--- src/rtl/instr_fetch_responder.sv ---
// ---------------------------------------------------------------------------
// instr_fetch_responder
//
// Fetches one instruction at a time from instruction memory on behalf of the
// program counter and hands it to decode.
//   1. Samples pc.
//   2. Issues a word read over a req/ack handshake.
//   3. Presents the result on a valid/ready handshake.
//   4. Pulses pc_advance when decode accepts the instruction.
// Misaligned, out-of-range and timed-out fetches raise a sticky fault that
// only flush clears.
//
// Ports:
//   clk          rising-edge system clock
//   reset        asynchronous active-low reset
//   pc           current program counter (byte address), stable at rising edges
//   fetch_en     permits starting a new fetch from IDLE
//   flush        aborts the current fetch / discards a pending instruction
//   mem_req      read request to instruction memory
//   mem_addr     word address, pc[ADDR_W+1:2]
//   mem_ack      one-cycle read-complete strobe
//   mem_rdata    read data, valid with mem_ack
//   instr        fetched instruction
//   instr_pc     byte address of instr
//   instr_valid  instr is available to decode
//   instr_ready  decode accepts instr
//   pc_advance   one-cycle pulse on handoff
//   fault        sticky fault flag
//   fault_cause  01 misaligned, 10 out-of-range, 11 timeout, 00 none
// ---------------------------------------------------------------------------
module instr_fetch_responder #(
  parameter int ADDR_W  = 10,
  parameter int TIMEOUT = 16
) (
  input  logic              clk,
  input  logic              reset,
  input  logic [31:0]       pc,
  input  logic              fetch_en,
  input  logic              flush,
  output logic              mem_req,
  output logic [ADDR_W-1:0] mem_addr,
  input  logic              mem_ack,
  input  logic [31:0]       mem_rdata,
  output logic [31:0]       instr,
  output logic [31:0]       instr_pc,
  output logic              instr_valid,
  input  logic              instr_ready,
  output logic              pc_advance,
  output logic              fault,
  output logic [1:0]        fault_cause
);

  // The counter only ever needs to reach TIMEOUT-1.
  localparam int CNT_W = (TIMEOUT > 2) ? $clog2(TIMEOUT) : 1;
  localparam logic [CNT_W-1:0] CNT_LAST = CNT_W'(TIMEOUT - 1);

  localparam logic [1:0] CAUSE_MISALIGN = 2'b01;
  localparam logic [1:0] CAUSE_RANGE    = 2'b10;
  localparam logic [1:0] CAUSE_TIMEOUT  = 2'b11;

  typedef enum logic [2:0] {
    IDLE  = 3'd0,
    REQ   = 3'd1,
    HOLD  = 3'd2,
    DRAIN = 3'd3,
    FAULT = 3'd4
  } state_t;

  state_t            state_q, state_d;
  logic              mem_req_q, mem_req_d;
  logic [ADDR_W-1:0] mem_addr_q, mem_addr_d;
  logic [31:0]       instr_q, instr_d;
  logic [31:0]       instr_pc_q, instr_pc_d;
  logic              instr_valid_q, instr_valid_d;
  logic              pc_advance_q, pc_advance_d;
  logic              fault_q, fault_d;
  logic [1:0]        fault_cause_q, fault_cause_d;
  logic [CNT_W-1:0]  cnt_q, cnt_d;

  logic pc_misaligned;
  logic pc_out_of_range;

  assign pc_misaligned   = (pc[1:0] != 2'b00);
  // Any byte-address bit beyond the reachable word range.
  assign pc_out_of_range = ((pc >> (ADDR_W + 2)) != 32'd0);

  always_comb begin
    state_d       = state_q;
    mem_req_d     = mem_req_q;
    mem_addr_d    = mem_addr_q;
    instr_d       = instr_q;
    instr_pc_d    = instr_pc_q;
    instr_valid_d = instr_valid_q;
    pc_advance_d  = 1'b0;          // pulse: high for one cycle at most
    fault_d       = fault_q;
    fault_cause_d = fault_cause_q;
    cnt_d         = cnt_q;

    case (state_q)
      IDLE: begin
        // A flush while idle just holds us here for the cycle.
        if (!flush && fetch_en) begin
          if (pc_misaligned) begin
            state_d       = FAULT;
            fault_d       = 1'b1;
            fault_cause_d = CAUSE_MISALIGN;
          end else if (pc_out_of_range) begin
            state_d       = FAULT;
            fault_d       = 1'b1;
            fault_cause_d = CAUSE_RANGE;
          end else begin
            state_d    = REQ;
            instr_pc_d = pc;
            mem_addr_d = pc[ADDR_W+1:2];
            mem_req_d  = 1'b1;
            cnt_d      = '0;
          end
        end
      end

      REQ: begin
        if (flush) begin
          instr_valid_d = 1'b0;
          mem_req_d     = 1'b0;
          cnt_d         = '0;
          // An ack coincident with flush completes the read; nothing to drain.
          state_d       = mem_ack ? IDLE : DRAIN;
        end else if (mem_ack) begin
          instr_d       = mem_rdata;
          instr_valid_d = 1'b1;
          mem_req_d     = 1'b0;
          state_d       = HOLD;
        end else if (cnt_q == CNT_LAST) begin
          mem_req_d     = 1'b0;
          fault_d       = 1'b1;
          fault_cause_d = CAUSE_TIMEOUT;
          state_d       = FAULT;
        end else begin
          cnt_d = cnt_q + 1'b1;
        end
      end

      HOLD: begin
        if (flush) begin
          instr_valid_d = 1'b0;
          state_d       = IDLE;
        end else if (instr_ready) begin
          instr_valid_d = 1'b0;
          pc_advance_d  = 1'b1;
          state_d       = IDLE;
        end
      end

      DRAIN: begin
        // The outstanding read must still complete (or time out) so its late
        // ack is not mistaken for the next fetch's data.
        if (mem_ack || (cnt_q == CNT_LAST)) begin
          state_d = IDLE;
        end else begin
          cnt_d = cnt_q + 1'b1;
        end
      end

      FAULT: begin
        mem_req_d     = 1'b0;
        instr_valid_d = 1'b0;
        if (flush) begin
          fault_d       = 1'b0;
          fault_cause_d = 2'b00;
          state_d       = IDLE;
        end
      end

      default: begin
        state_d       = IDLE;
        mem_req_d     = 1'b0;
        instr_valid_d = 1'b0;
      end
    endcase
  end

  always_ff @(posedge clk or negedge reset) begin
    if (!reset) begin
      state_q       <= IDLE;
      mem_req_q     <= 1'b0;
      mem_addr_q    <= '0;
      instr_q       <= 32'd0;
      instr_pc_q    <= 32'd0;
      instr_valid_q <= 1'b0;
      pc_advance_q  <= 1'b0;
      fault_q       <= 1'b0;
      fault_cause_q <= 2'b00;
      cnt_q         <= '0;
    end else begin
      state_q       <= state_d;
      mem_req_q     <= mem_req_d;
      mem_addr_q    <= mem_addr_d;
      instr_q       <= instr_d;
      instr_pc_q    <= instr_pc_d;
      instr_valid_q <= instr_valid_d;
      pc_advance_q  <= pc_advance_d;
      fault_q       <= fault_d;
      fault_cause_q <= fault_cause_d;
      cnt_q         <= cnt_d;
    end
  end

  assign mem_req     = mem_req_q;
  assign mem_addr    = mem_addr_q;
  assign instr       = instr_q;
  assign instr_pc    = instr_pc_q;
  assign instr_valid = instr_valid_q;
  assign pc_advance  = pc_advance_q;
  assign fault       = fault_q;
  assign fault_cause = fault_cause_q;

endmodule

--- config.mk ---
export PLATFORM = sky130hd
export DESIGN_NAME = instr_fetch_responder
export DESIGN_NICKNAME = d
export VERILOG_FILES = /design/src/rtl/instr_fetch_responder.sv
export SDC_FILE = /design/constraint.sdc
export NUM_CORES = 1
export LEC_CHECK = 0
export CAP_MARGIN = 20
export CORE_MARGIN = 2
export CORE_UTILIZATION = 34
export CTS_CLUSTER_DIAMETER = 80
export CTS_CLUSTER_SIZE = 16
export DETAILED_ROUTE_END_ITERATION = 10
export DONT_BUFFER_PORTS = 1
export PLACE_DENSITY = 0.51
export SYNTH_ARGS = -nofsm -noshare
export SYNTH_HDL_FRONTEND = slang
export SYNTH_SLANG_ARGS = --single-unit
--- constraint.sdc ---
create_clock -name clk -period 2.3 [get_ports clk]
set_input_delay 0.115 -clock clk [delete_from_list [all_inputs] [get_ports clk]]
set_output_delay 0.115 -clock clk [all_outputs]
set_load 0.02 [all_outputs]
* Yosys cells after proc, flatten, opt, wreduce, memory -nomap -nowiden *
Cells that the tools add are included.

storage, ports and cells
  input port bits = 70
  register bits after elaboration = 87
  output and inout port bits = 80
  word-level logic and storage cells = 104

operators by class
  muxes and demuxes = 51
  reductions and logical operators = 17
  $add $sub $neg = 1
  bitwise logic cells = 5
  eq/ne operators = 20

operator list
  operator             count
  $reduce_bool 32->1   1
  $mux 3               10
  $mux 4               7
  $mux 1               20
  $ne 2x2->1 const B   9
  $mux 2               8
  $ne 3x3->1 const B   5
  $pmux 3 s5           1
  $reduce_and 7->1     2
  $pmux 4 s3           1
  $reduce_and 5->1     2
  $pmux 1 s3           3
  $eq 3x2->1 const B   2
  $pmux 2 s3           1
  $reduce_and 3->1     2
  $reduce_bool 3->1    2
  $not 1->1            5
  $add 4x1->4 const B  1
  $eq 4x4->1 const B   1
  $ne 4x4->1 const B   1
  $reduce_and 4->1     1
  $reduce_or 2->1      2
  $eq 3x1->1 const B   1
  $eq 3x3->1 const B   1
  other kinds (5)      5

* Logic depth before layout (Yosys ltp) *
Gate-level depths: netlist of run 1.

  depth in word-level cells = 5
  depth in mapped cells = 6

* Worst setup path after synthesis of run 1 *
No wires, ideal clock.

  path type = flip-flop to flip-flop
  start = reg state_q[2]
  end = reg instr_pc_q[11] (netlist: instr_pc[11])
  stages on the path, launching flop included = 6
  setup time = 125 ps
  clock period less this slack = 1929 ps
  arrival = 1804 ps
  setup slack = 371 ps
  path through = dfrtp_1 -> or3_1 -> clkbuf_1 -> nor4_4 -> buf_6 -> mux2_2

between the ends
  word-level cells in the longest chain between the ends = 2

ends and longest elaborated chain
  item                               RTL line  RTL
  from (decl)                        69        state_t state_q, state_d;
  from (signal assigned)             195       state_q <= state_d;
  $logic_not 3->1                    99        case (state_q)
  $reduce_and 4->1 (no source line)  --
  to (signal assigned)               199       instr_pc_q <= instr_pc_d;
  to (decl)                          73        logic [31:0] instr_pc_q, instr_pc_d;

No other way between the ends.
A chain may end at the register's enable or synchronous reset.

* Worst setup path after layout of run 1 *
  start = reg state_q[1]
  end = reg mem_addr_q[1] (netlist: mem_addr[1])

between the ends
  word-level cells in the longest chain between the ends = 2

ends and longest elaborated chain
  item                               RTL line  RTL
  $logic_not 3->1                    99
  $reduce_and 4->1 (no source line)  --
  to (signal assigned)               197       mem_addr_q <= mem_addr_d;
  to (decl)                          71        logic [ADDR_W-1:0] mem_addr_q, mem_addr_d;

No other way between the ends.

==> results of run 1 <==
layer usage:
| metal | vias to the layer above | part of all wire, % |
|---|---|---|
| li1 | 1008 | - |
| met4 | 0 | 0.91 |
| met3 | 5 | 8.8 |
| met5 | - | 0 |
| met2 | 117 | 47 |
| met1 | 1022 | 43 |
cell type report:
type                    instances  area share [%]
multi-input cells             153            29.9
inverters                       6           0.548
clock inverters                 7            1.95
well taps                     133            4.05
clock buffers                   9            3.02
flip-flops and latches         77            46.9
repair buffers                 55            13.6
repair_timing:
| action | 4_1_cts | 5_1_grt |
|---|---|---|
| gates resized for setup | 0 | 0 |
| hold endpoints to repair | 121 | 0 |
| setup endpoints to repair | 0 | 0 |
| hold buffers | 47 | 0 |
| setup buffers | 0 | 0 |
cell usage in the layout, fill, tap and decap left out, types with 2 or more instances in the layout:
master | netlist | layout
dfrtp_1 | 77 | 77
dlygate4sd3_1 | 0 | 46
mux2_2 | 43 | 43
nor2b_1 | 23 | 23
clkbuf_8 | 0 | 9
nor4_1 | 8 | 8
nand2_1 | 7 | 7
nand3_1 | 7 | 7
buf_4 | 10 | 7
inv_1 | 6 | 6
a21oi_1 | 6 | 6
nand2b_1 | 4 | 4
nor3_1 | 4 | 4
ha_1 | 4 | 4
or2_2 | 3 | 3
nor2_1 | 3 | 3
nand4b_1 | 3 | 3
o211ai_1 | 3 | 3
and3_1 | 3 | 3
o21ai_0 | 3 | 3
inv_6 | 0 | 3
nor4b_1 | 2 | 2
or3b_2 | 2 | 2
a211oi_1 | 2 | 2
o31ai_1 | 2 | 2
o32a_1 | 2 | 2
kinds of logic (layout without fill, tap and decap cells):
kind of cell	after synthesis	after routing	share of synthesized area, %
AO/OA/AOI/OAI	27	27	5.78
buffers and inverters	28	77	4.76
multiplexers	44	44	14.9
adder cells (fa/ha/maj)	4	4	1.51
flip-flops	77	77	58.2
AND/OR/NAND/NOR	78	78	14.8
report_power, final:
part / internal, mW / switching [mW]
registers: 1.40 / 0.0756
logic: 0.186 / 0.207
clock network: 0.519 / 0.538
registers in the layout (all words and copies together) (netlist names):
register     cells
cnt_q            4
state_q          3
instr_pc        23
fault            1
instr_valid      1
pc_advance       1
mem_addr         9
instr           32
mem_req          1
fault_cause      2
worst max-delay path: cells and delay by family (launching register included):
| kind | cells | cell delay [ns] |
|---|---|---|
| and+or+nand+nor | 2 | 0.83 |
| buffers and inverters | 1 | 0.30 |
| DFF | 1 | 0.43 |
| muxes | 1 | 0.36 |
worst max-delay path by stage:
stage / to / from / cells past startpoint / slack (ns)
after floorplan: instr_pc[11] / state_q[2] / 5 / 0.37
after global placement: mem_addr[1] / state_q[1] / 4 / 0.30
after detailed placement: mem_addr[1] / state_q[1] / 4 / 0.25
after CTS: mem_addr[1] / state_q[1] / 4 / 0.25
after global routing: mem_addr[0] / state_q[1] / 4 / 0.16
final: mem_addr[1] / state_q[1] / 4 / 0.27
==> summary.txt, run 1 <==
Floorplanning
  – DIE HEIGHT: 103 µm
  – Initial Utilization: 34.5%
  – Core box area: about 9600 µm²
  – Row count: 36
  – Die area: 10,500 µm²
  – Die Span X: between 100 and 150 µm
  – I/O pins: 150

Timing
  – Peak Freq: 0.493 GHz
  – Worst Slack Setup Final: roughly 0.27 ns
  – Skew final: 0.0154 ns
  – Hold slack: 0.0618 ns
  – Fin. max-slew vios: 0
  – Final setup TNS: 0 ns
  – Tcrit/Tclk final: 88.2%
  – Unrepaired setup endpoints after global routing: false
  – Hold Vio Cnt, Final: 0
  – Slew headroom: 63.8%
  – Final setup fails: 0
  – Worst-Margin Slew: between 0.5 and 0.6 ns
  – Final min period: 2.03 ns

Cells and area
  – Fin nets: 376
  – ANT cells: 0
  – Final Instance Area: 4110 µm²
  – Sequential Area: 1930 µm²
  – Multi-input logic area: between 1000 and 1500 µm²
  – Layout cells sized above 1: 24.8%
  – Non-Filler Instances: 440
  – Fillers: 905
  – Finished Core Util: 42.8%
  – Syn-to-layout area delta: 24.0%

Yosys
  – Register bit total from synthesis: 77
  – Top post-synthesis cells by area: dfrtp_1, mux2_2, nor2b_1, buf_4, ha_1
  – Synth Instances: 258
  – Cell variety after synth: between 40 and 50
  – Synth cell count leaders: dfrtp_1, mux2_2, nor2b_1, buf_4, nor4_1
  – Syn_area_per_cell: 12.8 µm²
  – Dominant synthesized flop cell: dfrtp_1
  – Count leader, synth: dfrtp_1
  – Largest area contributor in the netlist: dfrtp_1
  – Async SR Flop Fraction: 100%
  – Synth warnings: 0
  – Syn_nets: 332
  – Post-synth EDFFs: 0
  – Synthesized cell area: 3310 µm²
  – Post-synth top area share: between 50% and 60%
  – Post-synthesis sequential area ratio: 58.2%

Placed design
  – Port bufs: 0
  – Placed cell count: between 300 and 400
  – Routability cong.: 0.809
  – Placed instance area: about 3400 µm²
  – Pre-CTS setup slack: between 0.2 and 0.3 ns
  – HPWL after DPL: 4.46 mm

Worst setup path
  – Max incr delay on CP: 0.50 ns
  – Startpoint types: flop
  – Reg2reg start: state_q[1]
  – Worst Path Arrival: 2.27 ns
  – CP cell instances: or3_1 > nor4_4 > buf_4 > mux2_2
  – R2R Path End: mem_addr[1]
  – Crit Path Class: flop to flop
  – CP Data Required Time: 2.54 ns
  – Critical-path maximum fanout: 22
  – Critical Path Sink Type: flop
  – R2R cell count: 4
  – CP max-delay cell: or3_1
  – Worst R2R Setup Slack: approximately 0.27 ns

Route
  – Routed length per instance: 16.0 µm
  – Vias per cell: 4.89
  – First-pass DRT Iterations: 4
  – Total wire length: 7.06 mm
  – Vias: 2,152
  – DRT iter0 DRCs: 60
  – Detail Route Antenna Nets: 0
  – Remaining DRCs: 0

Power and ir drop
  – P_leak: just under 2 nW
  – Max VDD drop: 419 µV
  – P per Cell Area: just over 700 nW/µm²
  – Total power: 2.93 mW

CTS
  – CTS tree: done
  – Total CTS buffers: 9
  – Clock Sinks: 77
  – Insertion delay to the later sink of the worst-skew pair: about 0.35 ns
  – H-Tree Level Count: 3
  – Maximum clock insertion buffer count: 2
  – Clk pin slew, worst setup/hold paths: around 0.09 ns
  – CTS Root Cell: clkbuf_8

GRT
  – Met1 usage: between 10% and 20%
  – Met3 Usage GRT: 4.81%
  – Largest net degree at the start of global routing: 78
  – M2 GR Usage: 20.5%
  – Initial antenna violation count: 0
  – Grt ovf: 0
  – First-pass GRT wire length: ~10 mm
  – Vias in the first global route: approximately 2,100
  – Top Usage Layer GRT: met2
  – Total GRT Usage: between 10% and 20%

Worst hold path
  – Hold Path Sink: cnt_q[1]
  – Hold Crit Depth: 3
  – Hold_sp: flush
  – Min-Delay Path Class: primary input to flop

Job
  – Max-cap violations: 0

Run status
  – Outcome: complete, no violations
No activity file was read; power rests on OpenSTA's default activity.
==> run 2: changes to the inputs <==
--- a/config.mk
+++ b/config.mk
@@ -5,6 +5,7 @@
 export SDC_FILE = /design/constraint.sdc
 export NUM_CORES = 1
 export LEC_CHECK = 0
+export ABC_AREA = 1
 export CAP_MARGIN = 20
 export CORE_MARGIN = 2
 export CORE_UTILIZATION = 34
==> run 2 against run 1 <==
Net effect:
- global-route usage rose by 0.68 points
- clock skew fell by 0.0015 ns
- sequential power barely moved
- critical path depth rose by 5
- total power fell by 2.4%
- non-clock buffer count fell by 8
- final cell count rose by 17%
- largest power group unchanged
- die area rose by 5.6%
- synthesized area rose by 5.8%
- setup slack improved by 0.28 ns
==> summary.txt, run 2 <==
Run status
  – Outcome: complete, no violations (unchanged)

CTS
  – Clock Sinks: 77 (unchanged)
  – Clk pin slew, worst setup/hold paths: 0.08 ns (was 0.09 ns)
  – H-Tree Level Count: 3 (unchanged)
  – CTS tree: done (unchanged)
  – Insertion delay to the later sink of the worst-skew pair: 0.34 ns (was 0.35 ns)
  – Post-CTS sizing: 0 (unchanged)
  – CTS Root Cell: clkbuf_8 (unchanged)
  – Maximum clock insertion buffer count: 2 (unchanged)
  – Total CTS buffers: 9 (unchanged)

Timing
  – Final setup TNS: 0 ns (unchanged)
  – Hold slack: 0.0459 ns (was 0.0618 ns)
  – Unrepaired setup endpoints after global routing: false (unchanged)
  – Skew final: 0.0139 ns (was 0.0154 ns)
  – Fin. max-slew vios: 0 (unchanged)
  – Worst-Margin Slew: 0.583 ns (was 0.539 ns)
  – Tcrit/Tclk final: 75.8% (was 88.2%)
  – Peak Freq: 0.573 GHz (was 0.493 GHz)
  – Hold Vio Cnt, Final: 0 (unchanged)
  – Final setup fails: 0 (unchanged)
  – Final min period: 1.74 ns (was 2.03 ns)
  – Slew headroom: 61.1% (was 63.8%)

Worst setup path
  – Top delay family on crit path: simple AND/OR/NAND/NOR gates (unchanged)
  – Worst R2R Setup Slack: 0.56 ns (was 0.27 ns)
  – Worst Path Arrival: 2.02 ns (was 2.27 ns)
  – Crit Path Class: flop to flop (unchanged)
  – Reg2reg start: state_q[1] (unchanged)
  – Critical-path maximum fanout: 32 (was 22)
  – R2R cell count: 9 (was 4)
  – CP Data Required Time: 2.58 ns (was 2.54 ns)
  – Critical Path Sink Type: flop (unchanged)
  – Max incr delay on CP: 0.45 ns (was 0.50 ns)
  – Startpoint types: flop (unchanged)
  – Most used cell, CP: nand2_1
  – R2R Path End: mem_addr[8] (was mem_addr[1])
  – CP bufs+invs: 3 (was 1)
  – CP max-delay cell: dfrtp_1 (was or3_1)
  – CP cell instances: inv_1 > nand2_1 > nor2_2 > inv_2 > nor2_1 > nand2_1 > inv_2 > nand2_1 > nand2_1 (was or3_1 > nor4_4 > buf_4 > mux2_2)

Power and ir drop
  – Gate power share: 13.0% (was 13.4%)
  – Switching Share: 26.5% (was 28.1%)
  – P per Cell Area: 681 nW/µm² (was 712 nW/µm²)
  – Net Sw Power: 0.757 mW (was 0.821 mW)
  – Clock network power share: 36.1% (about the same)
  – Int Power: 2.10 mW (about the same)
  – Max VDD drop: 259 µV (was 419 µV)
  – Part of the power in registers: 50.9% (was 50.4%)
  – Total power: 2.85 mW (was 2.93 mW)
  – P_leak: 2.24 nW (was 1.93 nW)

Yosys
  – Async SR Flop Fraction: 100% (unchanged)
  – Post-synthesis sequential area ratio: 55.0% (was 58.2%)
  – Post-synth top area share: 55.0% (was 58.2%)
  – Synth Instances: 334 (was 258)
  – Cell variety after synth: 28 (was 46)
  – Top post-synthesis cells by area: dfrtp_1, mux2_4, nand2_1, nor2_1, inv_1 (was dfrtp_1, mux2_2, nor2b_1, buf_4, ha_1)
  – Synthesized cell area: 3500 µm² (was 3310 µm²)
  – Dominant synthesized flop cell: dfrtp_1 (unchanged)
  – Syn_nets: 408 (was 332)
  – Synth warnings: 0 (unchanged)
  – Largest area contributor in the netlist: dfrtp_1 (unchanged)
  – Post-synth EDFFs: 0 (unchanged)
  – Syn_area_per_cell: 10.5 µm² (was 12.8 µm²)
  – Count leader, synth: dfrtp_1 (unchanged)
  – Register bit total from synthesis: 77 (unchanged)
  – Synth cell count leaders: dfrtp_1, nand2_1, nor2_1, inv_1, mux2_4 (was dfrtp_1, mux2_2, nor2b_1, buf_4, nor4_1)

GRT
  – Total GRT Usage: 13.7% (was 13.0%)
  – Largest net degree at the start of global routing: 78 (unchanged)
  – Grt ovf: 0 (unchanged)
  – Initial antenna violation count: 0 (unchanged)
  – Vias in the first global route: 2,335 (was 2,104)
  – First-pass GRT wire length: 12.0 mm (was 10.4 mm)

Floorplanning
  – I/O pins: 150 (unchanged)
  – Initial Utilization: 34.4% (was 34.5%)
  – Core box area: 10,200 µm² (was 9590 µm²)
  – Die Span X: 106 µm (was 103 µm)
  – Die area: 11,100 µm² (was 10,500 µm²)
  – DIE HEIGHT: 106 µm (was 103 µm)
  – Row count: 37 (was 36)

Cells and area
  – Max reg flops: 32 (unchanged)
  – Layout cells sized above 1: 16.4% (was 24.8%)
  – Syn-to-layout area delta: 19.7% (was 24.0%)
  – ANT cells: 0 (unchanged)
  – Non-Filler Instances: 515 (was 440)
  – Finished Core Util: 41.2% (was 42.8%)
  – Commonest non-fill, non-tap cell in the layout: dfrtp_1 (unchanged)
  – Commonest cells after routing, fill and taps aside: dfrtp_1, nand2_1, nor2_1 (was dfrtp_1, dlygate4sd3_1, mux2_2)
  – Fillers: 997 (was 905)
  – Fin nets: 448 (was 376)

Route
  – Routed length per instance: 14.4 µm (was 16.0 µm)
  – Remaining DRCs: 0 (unchanged)
  – Vias per cell: 4.55 (was 4.89)
  – Vias: 2,341 (was 2,152)
  – Detail Route Antenna Nets: 0 (unchanged)
  – First-pass DRT Iterations: 4 (unchanged)
  – DRT iter0 DRCs: 164 (was 60)
  – Total wire length: 7.41 mm (was 7.06 mm)

Placed design
  – Routability cong.: 0.825 (was 0.809)
  – Placed cell count: 453 (was 377)
  – Port bufs: 0 (unchanged)
  – HPWL after DPL: 4.91 mm (was 4.46 mm)

Worst hold path
  – Hold Crit Depth: 3 (unchanged)
  – Hold Path Sink: pc_advance (was cnt_q[1])
  – Hold_sp: flush (unchanged)
  – Min-Delay Path Class: primary input to flop (unchanged)

Job
  – Max-cap violations: 0 (unchanged)
[run 2: cell types whose count changed after synthesis, moves of 5 or more]
cell	delta
a21oi_1	-5
inv_1	+25
mux2_2	-41
mux2_4	+30
nand2_1	+69
nand4_1	+10
nor2_1	+48
nor2b_1	-23
nor4_1	-8
[run 2: metrics by stage]
stage	cell area (µm²)	setup WS, ns
2_1_floorplan	3500	0.858
3_3_place_gp	3510	0.590
3_5_place_dp	3510	0.540
4_1_cts	4190	0.495
5_1_grt	4190	0.376
6_report	4190	0.556
[run 2: worst reg2reg max path: cells and delay by family, from the launching register on]
kind	cells	cell delay, ns
buffers and inverters	3	0.60
AND/OR/NAND/NOR	6	0.62
flip-flops	1	0.45
[run 2: worst max-delay path by stage]
| stage | from | endpoint | slack (ns) | cells after the start |
|---|---|---|---|---|
| final | state_q[1] | mem_addr[8] | 0.56 | 9 |
| after detailed placement | state_q[1] | mem_addr[8] | 0.54 | 9 |
| after global routing | state_q[2] | mem_addr[8] | 0.38 | 9 |
| after global placement | state_q[1] | mem_addr[5] | 0.59 | 9 |
| after floorplan | cnt_q[0] | cnt_q[2] | 0.86 | 9 |
| after CTS | state_q[1] | mem_addr[8] | 0.50 | 9 |
[run 2: power groups by stage]
stage | logic, mW | clock network, mW | registers [mW]
CTS | 0.377 | 1.09 | 1.45
global route | 0.419 | 1.15 | 1.46
finish | 0.372 | 1.03 | 1.45
global placement | 0.277 | 0 | 1.48
detailed placement | 0.278 | 0 | 1.48
floorplan | 0.266 | 0 | 1.46
[run 2: routing by layer]
layer	share of wire (%)	vias to the layer above	track usage, %
met5	0	-	0
met2	45	113	21.1
met3	8.7	12	4.70
met1	45	1096	17.4
met4	1.7	0	6.11
li1	-	1120	-
[run 2: repair_timing]
| action | CTS | global route |
|---|---|---|
| endpoints found under the hold margin | 121 | 0 |
| hold buffers | 46 | 0 |
| buffers inserted | 0 | 0 |
| setup endpoints to repair | 0 | 0 |
[run 2: kinds of logic after synthesis]
logic type | count (synthesis) | share of synthesized area [%]
AND/OR/NAND/NOR | 159 | 20.0
flip-flops | 77 | 55.0
adder cells (fa/ha/maj) | 4 | 1.43
AO/OA/AOI/OAI | 6 | 0.964
XOR/XNOR | 1 | 0.250
multiplexers | 32 | 13.5
buffers and inverters | 55 | 8.93
[run 2: layout make-up]
type / count / area, µm² / area share, %
Timing Repair Buffer: 47 / 485 / 11.6
Inverter: 37 / 144 / 3.43
Clock buffer: 13 / 159 / 3.79
Clock inverter: 3 / 43.8 / 1.04
Multi-Input combinational cell: 202 / 1260 / 30.2
Tap cell: 136 / 170 / 4.06
Sequential cell: 77 / 1930 / 45.9
==> run 3: changes to the inputs <==
--- a/config.mk
+++ b/config.mk
@@ -13,7 +13,7 @@
 export CTS_CLUSTER_SIZE = 16
 export DETAILED_ROUTE_END_ITERATION = 10
 export DONT_BUFFER_PORTS = 1
-export PLACE_DENSITY = 0.51
+export PLACE_DENSITY = 0.53
 export SYNTH_ARGS = -nofsm -noshare
 export SYNTH_HDL_FRONTEND = slang
 export SYNTH_SLANG_ARGS = --single-unit
==> constraint.sdc (replaced) <==
create_clock -name clk -period 1.6 [get_ports clk]
set_input_delay 0.08 -clock clk [delete_from_list [all_inputs] [get_ports clk]]
set_output_delay 0.08 -clock clk [all_outputs]
set_load 0.02 [all_outputs]
==> run 3 against run 2 <==
Net effect:
- via count increased by 2.2%
- the run now ends with hold timing left
- critical endpoint is now instr[17]
- setup slack got worse by 0.50 ns
- clock-buffer cell count decreased by 1
- highest routed layer unchanged
==> summary.txt, run 3 (synthesis gave the netlist of run 2 again) <==
GRT
  – Grt ovf: 0 (unchanged)
  – Total GRT Usage: 14.2% (was 13.7%)
  – First-pass GRT wire length: 12.2 mm (was 12.0 mm)
  – Initial antenna violation count: 0 (unchanged)
  – Vias in the first global route: 2,395 (was 2,335)
  – Largest net degree at the start of global routing: 78 (unchanged)

Timing
  – Worst-Margin Slew: 0.401 ns (was 0.583 ns)
  – Skew final: 0.00803 ns (was 0.0139 ns)
  – Hold Vio Cnt, Final: 77 (was 0)
  – Fin. max-slew vios: 0 (unchanged)
  – Final setup TNS: 0 ns (unchanged)
  – Hold slack: -0.592 ns (was 0.0459 ns)
  – Slew headroom: 73.0% (was 61.1%)
  – Peak Freq: 0.646 GHz (was 0.573 GHz)
  – Tcrit/Tclk final: 96.8% (was 75.8%)
  – Final setup fails: 0 (unchanged)
  – Final min period: 1.55 ns (was 1.74 ns)
  – Unrepaired setup endpoints after global routing: false (unchanged)
  – Worst Slack Setup Final: 0.0519 ns (was 0.556 ns)

CTS
  – Clock Sinks: 77 (unchanged)
  – Total CTS buffers: 9 (unchanged)
  – Clk pin slew, worst setup/hold paths: 0.08 ns (about the same)
  – CTS tree: done (unchanged)
  – H-Tree Level Count: 3 (unchanged)
  – Hold Buf Count CTS: 44 (was 46)
  – Insertion delay to the later sink of the worst-skew pair: 0.36 ns (was 0.34 ns)
  – Maximum clock insertion buffer count: 2 (unchanged)
  – CTS Root Cell: clkbuf_8 (unchanged)

Floorplanning
  – Die Span X: 106 µm (unchanged)
  – I/O pins: 150 (unchanged)
  – Die area: 11,100 µm² (unchanged)
  – Core box area: 10,200 µm² (unchanged)
  – DIE HEIGHT: 106 µm (unchanged)
  – Row count: 37 (unchanged)
  – Initial Utilization: 34.4% (unchanged)

Cells and area
  – Max reg flops: 32 (unchanged)
  – Commonest non-fill, non-tap cell in the layout: dfrtp_1 (unchanged)
  – Fillers: 988 (was 997)
  – Fin nets: 457 (was 448)
  – Commonest cells after routing, fill and taps aside: dfrtp_1, nand2_1, nor2_1 (unchanged)
  – Syn-to-layout area delta: 22.8% (was 19.7%)
  – ANT cells: 0 (unchanged)
  – Multi-input logic area: 1280 µm² (was 1260 µm²)
  – Sequential Area: 1930 µm² (about the same)
  – Layout cells sized above 1: 19.4% (was 16.4%)

Worst setup path
  – CP max-delay cell: dfrtp_2 (was dfrtp_1)
  – R2R Path End: instr[17] (was mem_addr[8])
  – Startpoint types: flop (unchanged)
  – Worst R2R Setup Slack: 0.05 ns (was 0.56 ns)
  – CP Data Required Time: 1.84 ns (was 2.58 ns)
  – R2R cell count: 6 (was 9)
  – Reg2reg start: state_q[1] (unchanged)
  – Critical Path Sink Type: flop (unchanged)
  – Max incr delay on CP: 0.47 ns (was 0.45 ns)
  – CP cell instances: nor2_4 > nand2_4 > inv_6 > nand2_8 > buf_12 > mux2_4 (was inv_1 > nand2_1 > nor2_2 > inv_2 > nor2_1 > nand2_1 > inv_2 > nand2_1 > nand2_1)
  – Worst Path Arrival: 1.79 ns (was 2.02 ns)
  – Critical-path maximum fanout: 18 (was 32)
  – Crit Path Class: flop to flop (unchanged)

Route
  – DRT iter0 DRCs: 88 (was 164)
  – Vias: 2,393 (was 2,341)
  – Total wire length: 7.65 mm (was 7.41 mm)
  – Routed length per instance: 14.6 µm (was 14.4 µm)
  – First-pass DRT Iterations: 4 (unchanged)
  – Remaining DRCs: 0 (unchanged)
  – Vias per cell: 4.58 (was 4.55)
  – Detail Route Antenna Nets: 0 (unchanged)

Power and ir drop
  – Max VDD drop: 508 µV (was 259 µV)
  – P_leak: 2.29 nW (was 2.24 nW)
  – P per Cell Area: 1000 nW/µm² (was 681 nW/µm²)

Placed design
  – Port bufs: 0 (unchanged)
  – Routability cong.: 0.887 (was 0.825)
  – Pre-CTS setup slack: 0.0535 ns (was 0.540 ns)
  – HPWL after DPL: 5.07 mm (was 4.91 mm)

Run status
  – Outcome: complete, but fails checks (was complete, no violations)
  – Failing checks: hold timing

Worst hold path
  – Min-Delay Path Class: primary input to asynchronous set/reset pin (was primary input to flop)

Job
  – Max-cap violations: 0 (unchanged)
[run 3: cell count changes in the layout (fill, tap and decap cells not counted), sizes merged]
cell,delta
buf,+10
bufinv,+1
clkbuf,-1
clkinv,-1
dlygate4sd3,-1
[run 3: worst max-delay path by stage]
stage	endpoint	start	slack, ns
floorplan	cnt_q[2]	cnt_q[0]	0.16
global placement	instr[23]	state_q[1]	0.06
detailed placement	instr[13]	state_q[1]	0.05
CTS	instr[13]	state_q[1]	0.03
global route	instr[8]	state_q[1]	0.001
finish	instr[17]	state_q[1]	0.05
[run 3: report_power, final]
part           switching (mW)  internal (mW)  total (mW)
clock                   0.709          0.959        1.67
sequential             0.0828           1.99        2.08
combinational           0.317          0.254       0.570
[run 3: critical path, delay by kind of cell, from the launching register on]
| kind | cells | cell delay, ns |
|---|---|---|
| buffers and inverters | 2 | 0.29 |
| DFF | 1 | 0.47 |
| muxes | 1 | 0.31 |
| and+or+nand+nor | 3 | 0.36 |
[run 3: layer usage]
metal	track usage (%)	share of wire, %	vias up
met1	16.8	43	1120
li1	-	-	1142
met3	6.00	10	12
met4	7.61	1.8	0
met2	21.8	45	119
met5	0	0	-
[run 3: repair_timing]
action / CTS / global route
gates resized for setup: 0 / 5
buffers inserted: 0 / 1
hold endpoints to repair: 121 / 77
endpoints found under the setup margin: 0 / 60
[run 3: area by class of cell]
class / count / area share (%)
clock inverters: 3 / 1.60
inverters: 37 / 3.34
flip-flops and latches: 77 / 44.8
clock buffers: 12 / 3.61
well taps: 136 / 3.95
repair buffers: 56 / 13.0
multi-input cells: 202 / 29.7
[run 3: metrics by stage]
stage	instance area [µm²]	power, mW	utilization [%]	hold slack [ns]	cells
6_report	4300	4.31	42.2	-0.592	523
5_1_grt	4300	4.54	42.2	-0.629	523
4_1_cts	4280	4.39	42.0	-0.627	522
3_5_place_dp	3610	2.59	35.5	-0.214	463
3_3_place_gp	3610	2.58	35.5	-0.214	463
2_1_floorplan	3500	2.48	-	-0.216	334
